[src/rtl/clock_set_ctrl.sv]
// Run/set controller for a BCD digital clock: issues count enables,
// seconds clear, mode code, set-field blink and top-of-hour chime.
//
// Ports:
//   CP      clock, rising edge
//   CR      synchronous active-high reset
//   TICK    1 Hz strobe, one CP cycle wide
//   MODE    button pulse, cycles RUN -> SET_HR -> SET_MIN -> RUN
//   ADJ     button pulse, bumps the field being set
//   SecH/SecL, MinH/MinL, HrH/HrL  BCD digits from the external counters
//   EnSec/EnMin/EnHr  registered count enables (one-cycle pulses)
//   ClrSec  registered seconds clear pulse (leaving SET_MIN by MODE)
//   Mode    state code: 0 RUN, 1 SET_HR, 2 SET_MIN
//   Blink   flash for the field being set
//   Chime   high during the last ten seconds of each hour in RUN
module clock_set_ctrl #(
  parameter int unsigned SET_TIMEOUT = 60
) (
  input  logic       CP,
  input  logic       CR,
  input  logic       TICK,
  input  logic       MODE,
  input  logic       ADJ,
  input  logic [3:0] SecH,
  input  logic [3:0] SecL,
  input  logic [3:0] MinH,
  input  logic [3:0] MinL,
  input  logic [3:0] HrH,
  input  logic [3:0] HrL,
  output logic       EnSec,
  output logic       EnMin,
  output logic       EnHr,
  output logic       ClrSec,
  output logic [1:0] Mode,
  output logic       Blink,
  output logic       Chime
);

  typedef enum logic [1:0] {
    RUN     = 2'd0,
    SET_HR  = 2'd1,
    SET_MIN = 2'd2,
    ILLEGAL = 2'd3
  } state_e;

  localparam logic [7:0] TMO = 8'(SET_TIMEOUT);

  state_e     state_q, state_d;
  logic [7:0] idle_q, idle_d;
  logic       blink_q, blink_d;
  logic       en_sec_q, en_sec_d;
  logic       en_min_q, en_min_d;
  logic       en_hr_q, en_hr_d;
  logic       clr_q, clr_d;
  logic       chime_q, chime_d;

  logic       sec59;
  logic       min59;
  logic [7:0] idle_inc;

  // Hour digits only matter to the external counter; the hour carry
  // is decided from seconds and minutes alone.
  logic [7:0] hr_unused;
  assign hr_unused = {HrH, HrL};

  assign sec59    = ({SecH, SecL} == 8'h59);
  assign min59    = ({MinH, MinL} == 8'h59);
  assign idle_inc = idle_q + 8'd1;

  always_comb begin
    state_d  = state_q;
    idle_d   = idle_q;
    blink_d  = blink_q;
    en_sec_d = 1'b0;
    en_min_d = 1'b0;
    en_hr_d  = 1'b0;
    clr_d    = 1'b0;
    chime_d  = (state_q == RUN) && min59
               && (SecH == 4'h5);

    unique case (state_q)
      RUN: begin
        blink_d = 1'b0;
        idle_d  = 8'd0;
        if (TICK) begin
          en_sec_d = 1'b1;
          en_min_d = sec59;
          en_hr_d  = sec59 && min59;
        end
        if (MODE) begin
          state_d = SET_HR;
          blink_d = 1'b1;
        end
      end
      SET_HR, SET_MIN: begin
        if (MODE) begin
          // MODE wins over ADJ; TICK is frozen out
          idle_d = 8'd0;
          if (state_q == SET_HR) begin
            state_d = SET_MIN;
            blink_d = 1'b1;
          end else begin
            state_d = RUN;
            blink_d = 1'b0;
            clr_d   = 1'b1;
          end
        end else begin
          if (TICK) blink_d = ~blink_q;
          if (ADJ) begin
            idle_d   = 8'd0;
            en_hr_d  = (state_q == SET_HR);
            en_min_d = (state_q == SET_MIN);
          end else if (TICK) begin
            if (idle_inc == TMO) begin
              // quiet timeout: back to RUN, no seconds clear
              state_d = RUN;
              idle_d  = 8'd0;
              blink_d = 1'b0;
            end else begin
              idle_d = idle_inc;
            end
          end
        end
      end
      ILLEGAL: begin
        state_d = RUN;
        idle_d  = 8'd0;
        blink_d = 1'b0;
      end
    endcase
  end

  always_ff @(posedge CP) begin
    if (CR) begin
      state_q  <= RUN;
      idle_q   <= 8'd0;
      blink_q  <= 1'b0;
      en_sec_q <= 1'b0;
      en_min_q <= 1'b0;
      en_hr_q  <= 1'b0;
      clr_q    <= 1'b0;
      chime_q  <= 1'b0;
    end else begin
      state_q  <= state_d;
      idle_q   <= idle_d;
      blink_q  <= blink_d;
      en_sec_q <= en_sec_d;
      en_min_q <= en_min_d;
      en_hr_q  <= en_hr_d;
      clr_q    <= clr_d;
      chime_q  <= chime_d;
    end
  end

  assign EnSec  = en_sec_q;
  assign EnMin  = en_min_q;
  assign EnHr   = en_hr_q;
  assign ClrSec = clr_q;
  assign Mode   = state_q;
  assign Blink  = blink_q;
  assign Chime  = chime_q;

endmodule

[config.mk]
export PLATFORM = sky130hd
export DESIGN_NAME = clock_set_ctrl
export DESIGN_NICKNAME = d
export VERILOG_FILES = /design/src/rtl/clock_set_ctrl.sv
export SDC_FILE = /design/constraint.sdc
export NUM_CORES = 1
export LEC_CHECK = 0
export BUFFER_PORTS_ARGS = -buffer_cell sky130_fd_sc_hd__clkbuf_2
export CORE_MARGIN = 2
export CORE_UTILIZATION = 33
export CTS_CLUSTER_SIZE = 40
export DETAILED_ROUTE_END_ITERATION = 8
export HOLD_SLACK_MARGIN = 0.08
export PLACE_DENSITY = 0.58
export SYNTH_ARGS = -nofsm -noshare
export SYNTH_HDL_FRONTEND = slang
export SYNTH_SLANG_ARGS = --single-unit
[constraint.sdc]
create_clock -name CP -period 2.26 [get_ports CP]
set_input_delay 0.339 -clock CP [delete_from_list [all_inputs] [get_ports CP]]
set_output_delay 0.339 -clock CP [all_outputs]
set_load 0.01 [all_outputs]
==> results of run 1 <==
worst paths after layout:
path                                from                endpoint  cells after the start
setup / recovery  idle_q[0]$_SDFFE_PP0P_        Blink$_SDFF_PP0_                      4
hold / removal                        CR    Mode[1]$_SDFFE_PP0P_                      2
setup reg to reg  idle_q[0]$_SDFFE_PP0P_        Blink$_SDFF_PP0_                      4
hold reg to reg   idle_q[5]$_SDFFE_PP0P_  idle_q[5]$_SDFFE_PP0P_                      2
power breakdown:
part	internal, mW	total (mW)	switching [mW]
clock	0.0617	0.142	0.0805
combinational	0.0339	0.0678	0.0339
sequential	0.288	0.293	0.00536
total	0.383	0.503	0.120
state kept, by name, indices dropped and copies added, names as in the netlist:
register,flops
Mode,2
ClrSec,1
Chime,1
Blink,1
idle_q,8
EnHr,1
EnSec,1
EnMin,1
final cells by class:
type,count,area [um^2]
Sequential cell,16,320
Tap cell,30,37.5
Clock buffer,3,22.5
Multi-Input combinational cell,69,488
Inverter,4,15.0
Timing Repair Buffer,29,148
Fill cell,270,1420
logic make-up after synthesis:
kind of cell	synth area share, %
simple gates	30.6
fa+ha+maj	7.43
mux	2.53
xor+xnor	1.04
compound gates	16.3
flops	38.0
buf+inv	4.01
per-stage QoR:
stage	instance area (um^2)	cells	util [%]
2_1_floorplan	842	92	-
3_3_place_gp	1010	148	41.1
3_5_place_dp	1010	148	41.1
4_1_cts	1030	151	42.0
5_1_grt	1030	151	42.0
6_report	1030	151	42.0
metal layers:
layer	GRT usage [%]	up-vias	wire length, um
li1	-	413	-
met1	16.9	378	867
met2	24.9	23	909
met3	4.10	2	106
met4	7.50	0	19
met5	0	-	0
critical path, delay by kind of cell (launching register included):
family | cells | cell delay (ps)
AND/OR/NAND/NOR | 1 | 540
flip-flops | 1 | 430
AO/OA/AOI/OAI | 2 | 380
adder cells (fa/ha/maj) | 1 | 290
cells in the final DEF, fill, tap and decap left out, types with 2 or more instances in the layout:
| cell type | count |
|---|---|
| nor2b_1 | 2 |
| nor4b_1 | 2 |
| inv_1 | 4 |
| o21ai_0 | 4 |
| nand2_1 | 4 |
| clkbuf_4 | 3 |
| clkbuf_2 | 28 |
| nor4bb_1 | 4 |
| nor2_1 | 4 |
| a31oi_1 | 2 |
| nand3_1 | 8 |
| nand3b_1 | 2 |
| ha_1 | 5 |
| nand4_1 | 5 |
| dfxtp_1 | 16 |
| or3_1 | 3 |
| o311ai_1 | 3 |
| a21oi_1 | 6 |
==> metrics.yaml, run 1 <==
status: "finished, final reports clean"
syn_to_final_growth_pct: 22.4
yosys.area.top_type: "dfxtp_1"
worst_ep_required_time_ps: 2410
cts_setup_buffers: 0
fin_ws_ps: 498
ios: 37
antenna_found_initial: 0
ys.flop_type: "dfxtp_1"
drt_first_pass_iters: 4
timing_worst_setup_path_type: "register to register"
drt_drc_violations_left: 0
syn_area_um2: 842
avgSynthCellArea_um2: 9.15
layout_min_cycle_time_ps: 1760
ys_seq_area_share_pct: 38.0
fin_nets: 157
track_usage_pct: 14.7
synth_top_area_share_pct: 38.0
max_stage_delay_ps: 540
synth_common_cells: "dfxtp_1 (16), nand3_1 (8), a21oi_1 (6), ha_1 (5), nand4_1 (5)"
ir_drop_v: 0.000234
hpwlAfterDp_um: 1470
overflow: 0
cp_cell_sequence: "ha_1, or4b_4, o311ai_1, o311ai_1"
path_common_cell: "o311ai_1"
cp-end-kind: "register"
routed_via_density: 5.40
setup_viol: 0
p_per_area_nw_per_um2: 488
clockBufferDepth: 2
cap_violations: 0
hold_viol: 0
cts_tree: "yes"
grt_pass1_vias: 766
finalWeightedCongestion: 0.803
clock_latency_ps: 280
drive_above_1_share_pct: 28.9
post_cts_resized: 0
place_ws_ps: 488
relSlewSlack_pct: 75.0
tightest_slew_ps: 370
cts_buffers: 3
synth-edff-count: 0
clk_pin_slew_ps: 90
reg2reg_slack_ps: 500
synth_warnings: 0
root_buffer: "clkbuf_4"
synth_area_leaders: "dfxtp_1 (38%), ha_1 (7.4%), nand3_1 (4.8%), nor4bb_1 (4.8%), nand4_1 (3.7%)"
syn_inst: 92
power_mw: 0.503
dieArea_um2: 2970
synth_most_common_cell: "dfxtp_1"
cpMaxStageDelayCell: "or4b_4"
cts_sinks: 16
grt_pass1_wl_um: 3140
ys_types: 33
num_antenna_cells: 0
port_buffers: 28
die_y_um: 54.5
htreeDepth: 1
startpoint_type: "register"
grt_max_degree: 15
hold_buffers: 0
mappedNetlistNets: 126
rsz0062_at_grt: "false"
rows: 18
path_max_fanout: 6
ant_nets: 0
period_share_pct: 78.0
cp.arrival_ps: 1920
hold_slack_ps: 323
wl_per_cell_um: 12.6
leakagePower_nw: 0.405
min_path_type: "input port to register"
drt_iter0_markers: 6
clock.fmax_mhz: 568
routed_wl_um: 1900
synth_async_sr_flop_share_pct: 0
finalSetupTns_ps: 0
maxSlewViolCount: 0
skew_ps: 4.33
die_w_um: 54.5
via_count: 816
ys_seq_elements: 16
initial_utilization_pct: 34.3
core-area_um2: 2450
Note: power is estimated with default switching activity, not from simulation.
==> run 2, diff against run 1 <==
Clock period 2.26 ns to 1.7 ns, I/O delays scaled along.
==> run 2 against run 1 <==
Against the previous run:
- final cell count increased by 5.3%
- fmax increased by 11%
- final area increased by 6.6%
- critical path type unchanged
- hold slack got worse by 100 ps
- largest power group unchanged
- clock skew increased by 1.7 ps
- sequential power increased by 32%
- combinational power increased by 52%
- wire length increased by 2.9%
==> metrics.yaml, run 2 (synthesis results as in run 1) <==
p_per_area_nw_per_um2: 677
grt_pass1_vias: 841
grt_util_met1_pct: 19.4
layout_min_cycle_time_ps: 1580
drt_drc_violations_left: 0
rsz0062_at_grt: "false"
p_comb_share_pct: 13.9
grt_max_degree: 14
antenna_found_initial: 0
routed_wl_um: 1960
core-area_um2: 2450
skew_ps: 5.99
max_stage_delay_ps: 520
maxSlewViolCount: 0
rows: 18
wl_per_cell_um: 12.3
initial_utilization_pct: 34.3
grt_pass1_wl_um: 3460
clock.fmax_mhz: 632
clkPwrFrac_pct: 34.3
track_usage_pct: 16.2
die_y_um: 54.5
critPathBufInv: 0
hold_viol: 0
clk_pin_slew_ps: 100
path_common_cell: "o311ai_1"
seqPwrFrac_pct: 51.8
cts_tree: "yes"
ir_drop_v: 0.000355
cp.arrival_ps: 1760
cp-end-kind: "register"
clock_latency_ps: 290
grt-busiest-layer: "met2"
root_buffer: "clkbuf_4"
syn_to_final_growth_pct: 30.5
finalWeightedCongestion: 0.888
cpMaxStageDelayCell: "or4b_4"
port_buffers: 28
dieArea_um2: 2970
num_antenna_cells: 0
leakagePower_nw: 0.449
ant_nets: 0
p_int_mw: 0.566
htreeDepth: 1
overflow: 0
status: "finished, final reports clean"
cp_cell_sequence: "ha_1, or4b_4, o311ai_1, o311ai_1"
min_path_type: "input port to register"
routed_via_density: 5.26
drive_above_1_share_pct: 34.1
grt_util_met2_pct: 26.9
cap_violations: 0
period_share_pct: 93.1
via_count: 837
largest_register_ffs: 8
final_cell_mix: "clkbuf_2 (28), dfxtp_1 (15), nand3_1 (8), buf_4 (8), a21oi_1 (6)"
die_w_um: 54.5
startpoint_type: "register"
timing_worst_setup_path_type: "register to register"
relSlewSlack_pct: 71.9
tightest_slew_ps: 415
post-route-util_pct: 44.8
top_register: "idle_q"
ios: 37
switching_share_pct: 24.0
cp_top_family: "simple AND/OR/NAND/NOR gates"
cts_sinks: 16
hpwlAfterDp_um: 1530
cts_buffers: 3
p_switching_mw: 0.179
cts_setup_buffers: 0
path_max_fanout: 6
finalSetupTns_ps: 0
layout_commonest_cell: "clkbuf_2"
drt_first_pass_iters: 2
setup_viol: 0
fin_nets: 164
clockBufferDepth: 2
worst_ep_required_time_ps: 1870
met3_usage_pct: 3.55
drt_iter0_markers: 9
run 2: cell count changes in the layout (fill, tap and decap cells not counted), sizes merged:
cell,change
buf,+7
clkbuf,+1
run 2: power by group through the flow:
stage	Combinational (mW)	Clock [mW]	Sequential, mW
after floorplan	0.0420	0	0.400
after global placement	0.103	0	0.395
after detailed placement	0.103	0	0.394
after CTS	0.103	0.267	0.386
after global routing	0.114	0.283	0.386
final	0.103	0.256	0.386
run 2: cell type report:
type | instances | area, um^2
fill | 263 | 1360
multi-input combinational | 69 | 488
sequential | 16 | 322
timing repair buffer | 36 | 200
tap | 30 | 37.5
clock buffer | 4 | 36.3
inverter | 4 | 15.0
run 2: per-stage QoR:
stage               hold slack (ps)  setup slack, ps  instance area (um^2)  cells  power [mW]
floorplan                       324              109                   842     92       0.442
global placement                499              108                  1060    155       0.497
detailed placement              500             80.6                  1060    155       0.497
CTS                             213             58.9                  1100    159       0.756
global route                    242             43.4                  1100    159       0.783
finish                          218              116                  1100    159       0.744
run 2: worst paths after layout:
check	from	endpoint	slack, ps	cells past startpoint
hold reg to reg	idle_q[7]$_SDFFE_PP0P_	idle_q[7]$_SDFFE_PP0P_	510	2
hold / removal	CR	Mode[1]$_SDFFE_PP0P_	220	2
setup reg to reg	idle_q[1]$_SDFFE_PP0P_	Blink$_SDFF_PP0_	120	4
setup / recovery	idle_q[1]$_SDFFE_PP0P_	Blink$_SDFF_PP0_	120	4
run 2: timing repair:
action | in CTS | in global routing
hold buffers | 0 | 0
endpoints found under the setup margin | 0 | 2
gates resized for setup | 0 | 1
run 2: routing by layer:
layer / vias up / wire (um)
met5: - / 0
met4: 0 / 53
met3: 5 / 103
met2: 26 / 934
met1: 377 / 867
li1: 429 / -
